[config.mk]
export PLATFORM = sky130hd
export DESIGN_NAME = tile_flash_sequencer
export DESIGN_NICKNAME = d
export VERILOG_FILES = /design/src/rtl/graphics_pkg.sv /design/src/rtl/tile_flash_sequencer_cycle_timer.sv /design/src/rtl/tile_flash_sequencer.sv
export SDC_FILE = /design/constraint.sdc
export NUM_CORES = 1
export LEC_CHECK = 0
export ABC_AREA = 0
export CAP_MARGIN = 20
export CORE_UTILIZATION = 53
export CTS_CLUSTER_SIZE = 10
export DETAILED_ROUTE_END_ITERATION = 7
export PLACE_DENSITY = 0.82
export SLEW_MARGIN = 15
export SYNTH_ARGS = -nofsm -noshare
export SYNTH_HDL_FRONTEND = slang
export SYNTH_SLANG_ARGS = --single-unit
[constraint.sdc]
create_clock -name clock -period 2.6 [get_ports clock]
set_input_delay 0.78 -clock clock [delete_from_list [all_inputs] [get_ports clock]]
set_output_delay 0.78 -clock clock [all_outputs]
set_load 0.05 [all_outputs]
[src/rtl/graphics_pkg.sv]
// Shared graphics definitions: tile IDs, tile size, playback sequencer
// state encoding and the per-step flash hold calculation.
package graphics_pkg;

  typedef logic [1:0] tile_id_t;

  localparam tile_id_t TILE_TL = 2'd0;
  localparam tile_id_t TILE_TR = 2'd1;
  localparam tile_id_t TILE_BL = 2'd2;
  localparam tile_id_t TILE_BR = 2'd3;

  // Pixels written by the painter for one tile.
  localparam int unsigned TILE_PIXELS = 64;

  typedef enum logic [2:0] {
    ST_IDLE      = 3'd0,
    ST_PAINT_ON  = 3'd1,
    ST_HOLD_ON   = 3'd2,
    ST_PAINT_OFF = 3'd3,
    ST_GAP       = 3'd4,
    ST_FINISH    = 3'd5
  } seq_state_t;

  // Hold time for a step when the speed-up is enabled:
  // max(on_cycles - step_idx*on_step, on_min), never underflowing.
  function automatic logic [63:0] flash_hold(input logic [63:0] on_cycles,
                                             input logic [63:0] step_idx,
                                             input logic [63:0] on_step,
                                             input logic [63:0] on_min);
    logic [63:0] prod;
    logic [63:0] hold;
    prod = step_idx * on_step;
    if (prod >= on_cycles) begin
      hold = on_min;
    end else begin
      hold = on_cycles - prod;
      if (hold < on_min) begin
        hold = on_min;
      end else begin
        hold = hold;
      end
    end
    return hold;
  endfunction

endpackage

[src/rtl/tile_flash_sequencer_cycle_timer.sv]
// cycle_timer: loadable down-counter that stops at zero. Loading N-1 and
// leaving the owning state on the zero flag gives exactly N clocks in it.
module cycle_timer #(
  parameter int unsigned WIDTH = 8
) (
  input  logic             clock,
  input  logic             reset,
  input  logic             load,
  input  logic [WIDTH-1:0] value,
  input  logic             en,
  output logic             zero
);

  logic [WIDTH-1:0] count_r;

  // Load has priority; otherwise count down while enabled, saturating at 0.
  always_ff @(posedge clock or posedge reset) begin
    if (reset) begin
      count_r <= '0;
    end else if (load) begin
      count_r <= value;
    end else if (en && (count_r != '0)) begin
      count_r <= count_r - {{(WIDTH-1){1'b0}}, 1'b1};
    end else begin
      count_r <= count_r;
    end
  end

  assign zero = (count_r == '0);

endmodule

[src/rtl/tile_flash_sequencer.sv]
// tile_flash_sequencer: plays back the stored Simon sequence through the
// tile painter (flash paint, hold, base paint, gap per entry).
// Optional feature macro FLASH_SPEEDUP_EN: hold shrinks by ON_STEP per step
// down to ON_MIN; when undefined every step holds ON_CYCLES.
module tile_flash_sequencer
  import graphics_pkg::*;
#(
  parameter int unsigned MAX_LEN    = 16,
  parameter int unsigned ON_CYCLES  = 25000000,
  parameter int unsigned GAP_CYCLES = 12500000,
  parameter int unsigned ON_STEP    = 2000000,
  parameter int unsigned ON_MIN     = 6250000
) (
  input  logic       clock,
  input  logic       reset,
  input  logic       clear,
  input  logic       tile_valid,
  input  logic [1:0] tile_in,
  input  logic       start,
  input  logic       abort,
  input  logic       paint_done,
  output logic       paint_req,
  output logic [1:0] paint_tile,
  output logic       paint_flash,
  output logic       busy,
  output logic       done,
  output logic       full,
  output logic [4:0] count,
  output logic [4:0] step_idx
);

  localparam int unsigned MAX_DELAY = (ON_CYCLES > GAP_CYCLES) ? ON_CYCLES : GAP_CYCLES;
  localparam int unsigned TW        = $clog2(MAX_DELAY + 1);
  localparam int unsigned IW        = $clog2(MAX_LEN);
  localparam logic [TW-1:0] GAP_LOAD = TW'(GAP_CYCLES - 1);

  // Reject configurations the datapath cannot represent.
  if (MAX_LEN < 2 || MAX_LEN > 31) begin : g_bad_len
    $error("tile_flash_sequencer: MAX_LEN must be in 2..31");
  end
  if (ON_CYCLES < 1 || GAP_CYCLES < 1 || ON_MIN < 1 || ON_MIN > ON_CYCLES || ON_STEP > ON_CYCLES) begin : g_bad_timing
    $error("tile_flash_sequencer: inconsistent timing parameters");
  end

  seq_state_t    state_r, state_s;
  tile_id_t      seq_buf_r [0:MAX_LEN-1];
  logic [4:0]    count_r, step_idx_r;
  logic          abort_r;
  logic          paint_req_r, paint_flash_r, busy_r, done_r;
  tile_id_t      paint_tile_r;
  logic          timer_load_s, timer_en_s, timer_zero_s;
  logic [TW-1:0] timer_value_s;
  logic [63:0]   hold_s;
  logic          abort_any_s, in_paint_s;

`ifdef FLASH_SPEEDUP_EN
  assign hold_s = flash_hold(64'(ON_CYCLES), 64'(step_idx_r), 64'(ON_STEP), 64'(ON_MIN));
`else
  assign hold_s = 64'(ON_CYCLES);
`endif

  assign abort_any_s = abort | abort_r;
  assign in_paint_s  = (state_r == ST_PAINT_ON) || (state_r == ST_PAINT_OFF);

  cycle_timer #(.WIDTH(TW)) u_timer (
    .clock (clock),
    .reset (reset),
    .load  (timer_load_s),
    .value (timer_value_s),
    .en    (timer_en_s),
    .zero  (timer_zero_s)
  );

  // Next-state and timer control for the playback FSM.
  always_comb begin
    state_s       = state_r;
    timer_load_s  = 1'b0;
    timer_en_s    = 1'b0;
    timer_value_s = GAP_LOAD;
    case (state_r)
      ST_IDLE: begin
        if (start) begin
          state_s = (count_r != 5'd0) ? ST_PAINT_ON : ST_FINISH;
        end else begin
          state_s = ST_IDLE;
        end
      end
      ST_PAINT_ON: begin
        timer_value_s = TW'(hold_s - 64'd1);
        if (paint_done) begin
          if (abort_any_s) begin
            state_s = ST_PAINT_OFF;
          end else begin
            timer_load_s = 1'b1;
            state_s      = ST_HOLD_ON;
          end
        end else begin
          state_s = ST_PAINT_ON;
        end
      end
      ST_HOLD_ON: begin
        if (abort || timer_zero_s) begin
          state_s = ST_PAINT_OFF;
        end else begin
          timer_en_s = 1'b1;
        end
      end
      ST_PAINT_OFF: begin
        if (paint_done) begin
          if (abort_any_s) begin
            state_s = ST_FINISH;
          end else begin
            timer_load_s = 1'b1;
            state_s      = ST_GAP;
          end
        end else begin
          state_s = ST_PAINT_OFF;
        end
      end
      ST_GAP: begin
        if (abort) begin
          state_s = ST_FINISH;
        end else if (timer_zero_s) begin
          state_s = (step_idx_r == (count_r - 5'd1)) ? ST_FINISH : ST_PAINT_ON;
        end else begin
          timer_en_s = 1'b1;
        end
      end
      ST_FINISH: begin
        state_s = ST_IDLE;
      end
      default: begin
        state_s = ST_IDLE;
      end
    endcase
  end

  // State register, step index and latched abort.
  always_ff @(posedge clock or posedge reset) begin
    if (reset) begin
      state_r    <= ST_IDLE;
      step_idx_r <= 5'd0;
      abort_r    <= 1'b0;
    end else begin
      state_r <= state_s;
      if (state_s == ST_FINISH) begin
        step_idx_r <= 5'd0;
      end else if (state_r == ST_GAP && state_s == ST_PAINT_ON) begin
        step_idx_r <= step_idx_r + 5'd1;
      end else begin
        step_idx_r <= step_idx_r;
      end
      if (state_r == ST_FINISH) begin
        abort_r <= 1'b0;
      end else if (abort && state_r != ST_IDLE) begin
        abort_r <= 1'b1;
      end else begin
        abort_r <= abort_r;
      end
    end
  end

  // Entry count: start beats clear, clear beats append, appends drop when full.
  always_ff @(posedge clock or posedge reset) begin
    if (reset) begin
      count_r <= 5'd0;
    end else if (state_r == ST_IDLE && !start) begin
      if (clear) begin
        count_r <= 5'd0;
      end else if (tile_valid && (count_r < 5'(MAX_LEN))) begin
        count_r <= count_r + 5'd1;
      end else begin
        count_r <= count_r;
      end
    end else begin
      count_r <= count_r;
    end
  end

  // Sequence storage; contents are don't-care until written, so no reset.
  always_ff @(posedge clock) begin
    if (state_r == ST_IDLE && !start && !clear && tile_valid && (count_r < 5'(MAX_LEN))) begin
      seq_buf_r[count_r[IW-1:0]] <= tile_in;
    end else begin
      seq_buf_r <= seq_buf_r;
    end
  end

  // Registered outputs: painter request follows the state one cycle late and
  // drops right after paint_done; busy/done track the state being entered.
  always_ff @(posedge clock or posedge reset) begin
    if (reset) begin
      paint_req_r   <= 1'b0;
      paint_tile_r  <= TILE_TL;
      paint_flash_r <= 1'b0;
      busy_r        <= 1'b0;
      done_r        <= 1'b0;
    end else begin
      if (in_paint_s && !paint_done) begin
        paint_req_r   <= 1'b1;
        paint_tile_r  <= seq_buf_r[step_idx_r[IW-1:0]];
        paint_flash_r <= (state_r == ST_PAINT_ON);
      end else begin
        paint_req_r   <= 1'b0;
        paint_tile_r  <= TILE_TL;
        paint_flash_r <= 1'b0;
      end
      busy_r <= (state_s != ST_IDLE);
      done_r <= (state_s == ST_FINISH);
    end
  end

  assign paint_req   = paint_req_r;
  assign paint_tile  = paint_tile_r;
  assign paint_flash = paint_flash_r;
  assign busy        = busy_r;
  assign done        = done_r;
  assign full        = (count_r == 5'(MAX_LEN));
  assign count       = count_r;
  assign step_idx    = step_idx_r;

endmodule
; ---- After elaboration in Yosys (flattened, before gate mapping)
; Index checks and enable logic that the tools add are counted.
; W data, S select, Z words.
[totals]
ff_bits = 77
elab_cells = 109
out_inout_bits = 17
[op_classes]
eq_ne = 9
n_mux = 36
order_cmp = 4
reduce_logical = 27
add_sub_neg = 4
n_bitwise = 3
[op_table]
columns = cell, n
row1 = $mux W25, 3
row2 = $bwmux W32, 1
row3 = $logic_not A25 Y1, 1
row4 = $reduce_bool A25 Y1, 1
row5 = $sub A25 B1 Y25 const B, 1
row6 = $mux W3, 8
row7 = $mux W5, 4
row8 = $pmux W3 S5, 1
row9 = $mux W1, 12
row10 = $add A5 B1 Y5 const B, 2
row11 = $ge A5 B5 Y1 const B, 2
row12 = $logic_and A1 B1 Y1, 10
row13 = $not A4 Y5, 2
row14 = $eq A3 B3 Y1 const B, 3
row15 = $bmux W2 S4, 1
row16 = $demux W2 S4, 1
row17 = $mux W2, 4
row18 = $reduce_bool A2 Y1, 4
row19 = $eq A3 B1 Y1 const B, 2
row20 = $eq A3 B2 Y1 const B, 2
row21 = $reduce_bool A3 Y1, 2
row22 = $eq A5 B5 Y1, 1
row23 = $eq A5 B5 Y1 const B, 1
row24 = $lt A5 B1 Y1 const B, 1
row25 = other kinds (10), 13

; ---- Longest topological paths before layout
; Gate-level depths: netlist of the first run.
[logic_depth]
ltp_word = 10
mapped_depth = 9
ltp_nobuf = 9

; ---- By module
; Synthesis of the first run repeated with hierarchy kept, for this count alone.
[unflattened]
hier_cells = 384
hier_area_um2 = 4249.1
[modules_own_cells]
columns = mod, cells_per_inst, n_inst, area_per_inst_um2
row1 = tile_flash_sequencer, 215, 1, 2581.2
row2 = cycle_timer, 169, 1, 1667.8

; ---- Least setup slack after synthesis of the first run
; No wires, ideal clock.
[synth_path]
path_type = flip-flop to flip-flop
startpoint = register count_r[0], in the netlist count[0]
endpoint = register step_idx_r[4], in the netlist step_idx[4]
slack_ns = -0.075
required_time_ns = 2.531
arrival_time_ns = 2.605
path_stages_with_launch = 9
setup_ns = 0.069
n_path_buf = 0
cell_sequence = dfrtp_1 > inv_1 > ha_1 > nor3b_1 > and4b_1 > a311oi_1 > a31oi_1 > or4_1 > nand3_1
[synth_via]
elab_chain_len = 9
[synth_lines]
columns = item, line_no
row1 = start: declaration, tile_flash_sequencer.sv:47  ; logic [4:0] count_r, step_idx_r;
row2 = start signal: assignment, tile_flash_sequencer.sv:171  ; count_r <= count_r + 5'd1;
row3 = start signal: assignment, tile_flash_sequencer.sv:173  ; count_r <= count_r;
row4 = start signal: assignment, tile_flash_sequencer.sv:176  ; count_r <= count_r;
row5 = $sub A5 B1 Y5, tile_flash_sequencer.sv:124  ; state_s = (step_idx_r == (count_r - 5'd1)) ? ST_FINISH : ST_PAINT_ON;
row6 = $eq A5 B5 Y1, tile_flash_sequencer.sv:124
row7 = $mux W3, tile_flash_sequencer.sv:124
row8 = $mux W3, tile_flash_sequencer.sv:123  ; end else if (timer_zero_s) begin
row9 = $mux W3, tile_flash_sequencer.sv:121  ; if (abort) begin
row10 = $pmux W3 S5 *, tile_flash_sequencer.sv:80  ; case (state_r)
row11 = $eq A3 B1 Y1, tile_flash_sequencer.sv:148  ; end else if (state_r == ST_GAP && state_s == ST_PAINT_ON) begin
row12 = $logic_and A1 B1 Y1, tile_flash_sequencer.sv:148
row13 = $reduce_bool A2 Y1 (no source line), n/a
row14 = end signal: assignment, tile_flash_sequencer.sv:149  ; step_idx_r <= step_idx_r + 5'd1;
row15 = end signal: assignment, tile_flash_sequencer.sv:151  ; step_idx_r <= step_idx_r;
row16 = end: declaration, tile_flash_sequencer.sv:47
; Every way passes the cells marked *; elsewhere a longest branch is shown, timed or not.
; A chain may end at the register's enable or synchronous reset.

; ---- Final worst setup path of the first run
[layout_path]
startpoint = register u_timer.count_r[5]
endpoint = register u_timer.count_r[18]
[layout_via]
elab_chain_len = 6
[layout_lines]
columns = item, line_no
row1 = start: declaration, tile_flash_sequencer_cycle_timer.sv:14  ; logic [WIDTH-1:0] count_r;
row2 = start signal: assignment, tile_flash_sequencer_cycle_timer.sv:21  ; count_r <= value;
row3 = start signal: assignment, tile_flash_sequencer_cycle_timer.sv:23  ; count_r <= count_r - {{(WIDTH-1){1'b0}}, 1'b1};
row4 = start signal: assignment, tile_flash_sequencer_cycle_timer.sv:25  ; count_r <= count_r;
row5 = "parallel branches: the longest is 6 deep, another holds $sub A25 B1 Y25", n/a
; Parallel ways; which one is timed is not known. The select of a mux whose other input is x is not followed.

==> impl_results.md, run 1 <==
- Cells after synthesis: approximately 340
- First-pass GRT wire length: approximately 14,000 um
- Period utilisation layout: 98.70%
- Setup ws final: approximately 0.034 ns
- Hold_buf cts: 0
- Setup Skew: between 0.01 and 0.015 ns
- Worst setup SP type: flop
- Placer Congestion: ~0.9
- Hold Startpoint: u_timer.count_r[24]
- Most frequent cells in the layout: buf_4 (48), dfrtp_1 (44), edfxtp_1 (32), nor2_1 (21)
- Min cycle time layout: about 2.6 ns
- Starting DRT DRC Count: ~260
- Worst-path fanout max: 6
- Relative slew slack: around half
- CTS tree: built
- Die width: 87.65 um
- DRC viols: 0
- Maxcap violations: 0
- Core ar.: roughly 6900 um2
- Largest stage delay on the critical path: roughly 0.64 ns
- # setup viols final: 0
- Antenna violations before repair: 0
- Synth Warn #: 0
- CTS clk-pin slew, worst paths: 0.09 ns
- Vias per cell: roughly 5.7
- Pin count of the biggest net entering global routing: 24
- Layout cell share with drive strength beyond 1: 24.15%
- Final HPWL DP: 6061 um
- WP data required: around 2.9 ns
- Top FF cell, synth: dfrtp_1
- Data arrival, critical path: 2.81 ns
- Slew @ Worst Pin: 0.7388 ns
- Syn avg cell area: 11.57 um2
- HP Class: flop to flop
- FMAX: 389.7 MHz
- Leakage power: ~0.0019 uW
- Final WL: ~8600 um
- RR Startpoint: u_timer.count_r[5]
- Mapped cell area: 3887 um2
- FF+latch count, synth: 77
- Number of synthesized flops with an enable pin: 32
- Yosys cell types: 53
- Final Hold Viols: 0
- Post-placement cell area: between 4000 and 5000 um2
- Commonest non-fill, non-tap cell in the layout: buf_4
- IO Port Bufs: 25
- Maximum vdd ir drop: roughly 0.52 mV
- Setup WS pre-CTS: -0.3199 ns
- Flop2flop setup slack: approximately 0.034 ns
- I/O pin total: 26
- Total track usage: 24.24%
- ANT nets after route: 0
- Final net count: around 430
- Die Ht: slightly below 90 um
- Syn-to-layout area delta: 25.07%
- Aggregate global routing overflow: 0
- Fin area: 4862 um2
- Sequential-to-total area share from yosys stat: 53.69%
- Net count after synthesis: about 350
- Clk sinks: 77
- Initial Util: 55.98%
- Antenna Cells: 0
- Detailed Routing Iterations Pass 1: 4
- Vias: around 2,900
- CTS buffer count: 9
- Outcome: complete, no violations
- Maximum buffer depth of the clock tree: 2
- Util after Layout: between 70% and 80%
- Crit path cell chain: or4_4 -> or4b_4 -> buf_6 -> a2111oi_4 -> buf_4 -> nor2b_4 -> xnor2_1 -> nand2_1
- Pwr Density: between 800 and 900 nW/um2
- Worst path slowest cell: or4b_4
- Ys async rst share: 58.44%
- Crit. Startpoint: u_timer.count_r[5]
- CTS root buf: clkbuf_8
- Die ar.: between 7000 and 8000 um2
- Critical path class: flop to flop
- RSZ-0062 raised after global routing: yes
- Later-pin clock latency in the skew report: between 0.3 and 0.4 ns
- Worst setup EP type: flop
- Final Max Tran Viols: 0
- Wirelength per Cell: 16.79 um
- Number of global-route vias before repair: 2,809
- Row count: 30
- # H-tree levels: 3
[registers in the layout, summed over array words and instances (netlist names)]
signal and flops:
done 1, abort_r 1, count 5, step_idx 5, state_r 3, paint_req 1
busy 1, seq_buf_r 32, paint_flash 1, paint_tile 2, u_timer.count_r 25
[path summary, 6_finish.rpt]
path,depth (start not counted),endpoint
setup / recovery,8,u_timer.count_r[18]
hold / removal,1,u_timer.count_r[24]
setup reg to reg,8,u_timer.count_r[18]
hold reg to reg,1,u_timer.count_r[24]
max in group asynchronous,3,u_timer.count_r[17]
min in group asynchronous,2,paint_tile[0]
[logic make-up (layout without fill, tap and decap cells)]
kind of cell / Yosys count / count (layout) / synth area share, %
flip-flops: 77 / 77 / 53.69
AO/OA/AOI/OAI: 58 / 58 / 9.559
buffers and inverters: 21 / 99 / 2.221
XOR/XNOR: 25 / 25 / 5.632
multiplexers: 10 / 10 / 5.793
AND/OR/NAND/NOR: 138 / 138 / 20.86
adder cells (fa/ha/maj): 7 / 7 / 2.253
[cells in the mapped netlist (all sizes together), types with 8 or more instances]
cell,count,area share [%]
dfrtp,45,29
edfxtp,32,25
nand2,21,2.0
nor2,21,2.0
and2,18,2.9
a21oi,17,2.2
o21ai,17,2.3
xnor2,13,2.9
nor3,12,1.7
xor2,12,2.7
inv,10,0.97
mux4,10,5.8
clkbuf,9,0.87
nor4,8,1.3
[per-stage QoR]
stage	instances	hold WS (ns)	setup TNS (ns)	power, uW
4_1_cts	508	0.5376	-0.003444	4288
3_3_place_gp	492	0.5075	-4.812	3365
2_1_floorplan	336	0.4840	0	2796
6_report	510	0.5385	0	4365
5_1_grt	510	0.5564	-0.09367	4603
3_5_place_dp	492	0.5149	-6.478	3426
[routing by layer]
metal  wire length [um]  track usage, %  up-vias
met5                  0               0        -
met4                 76           8.048        0
met3                413           4.713        8
met2               4121           38.07       78
met1               3952           34.12     1441
li1                   -               -     1394
[repair_timing]
action | in CTS | in global routing
pin swaps | 3 | 7
resized for setup | 3 | 16
hold endpoints to repair | 0 | 0
buffers inserted | 0 | 2
endpoints found under the setup margin | 6 | 29
[final cells by class]
| cell class | count | area [um2] |
|---|---|---|
| well taps | 96 | 120.1 |
| clock buffers | 9 | 123.9 |
| inverters | 10 | 37.54 |
| fillers | 489 | 2082 |
| flip-flops and latches | 77 | 2088 |
| multi-input cells | 238 | 1799 |
| clock inverters | 7 | 63.81 |
| repair buffers | 73 | 629.4 |
[power breakdown]
group          internal, uW  leakage (uW)  switching, uW
sequential             1530      0.000831            280
clock                   370     0.0000971            486
combinational           765      0.000991            930
total                  2670       0.00192           1700
[critical path, delay by kind of cell, from the launching register on]
family | cells | cell delay (ns)
AO/OA/AOI/OAI | 1 | 0.18
XOR/XNOR | 1 | 0.12
buffers and inverters | 2 | 0.36
flip-flops | 1 | 0.39
AND/OR/NAND/NOR | 4 | 1.41
Note: power is estimated with default switching activity, not from simulation.
==> run 2, diff against run 1 <==
--- a/config.mk
+++ b/config.mk
@@ -8,7 +8,6 @@
 export ABC_AREA = 0
 export CAP_MARGIN = 20
 export CORE_UTILIZATION = 53
-export CTS_CLUSTER_SIZE = 10
 export DETAILED_ROUTE_END_ITERATION = 7
 export PLACE_DENSITY = 0.82
 export SLEW_MARGIN = 15
==> results of run 2 <==
No change in the layout: final DEF, timing and power equal those of run 1.
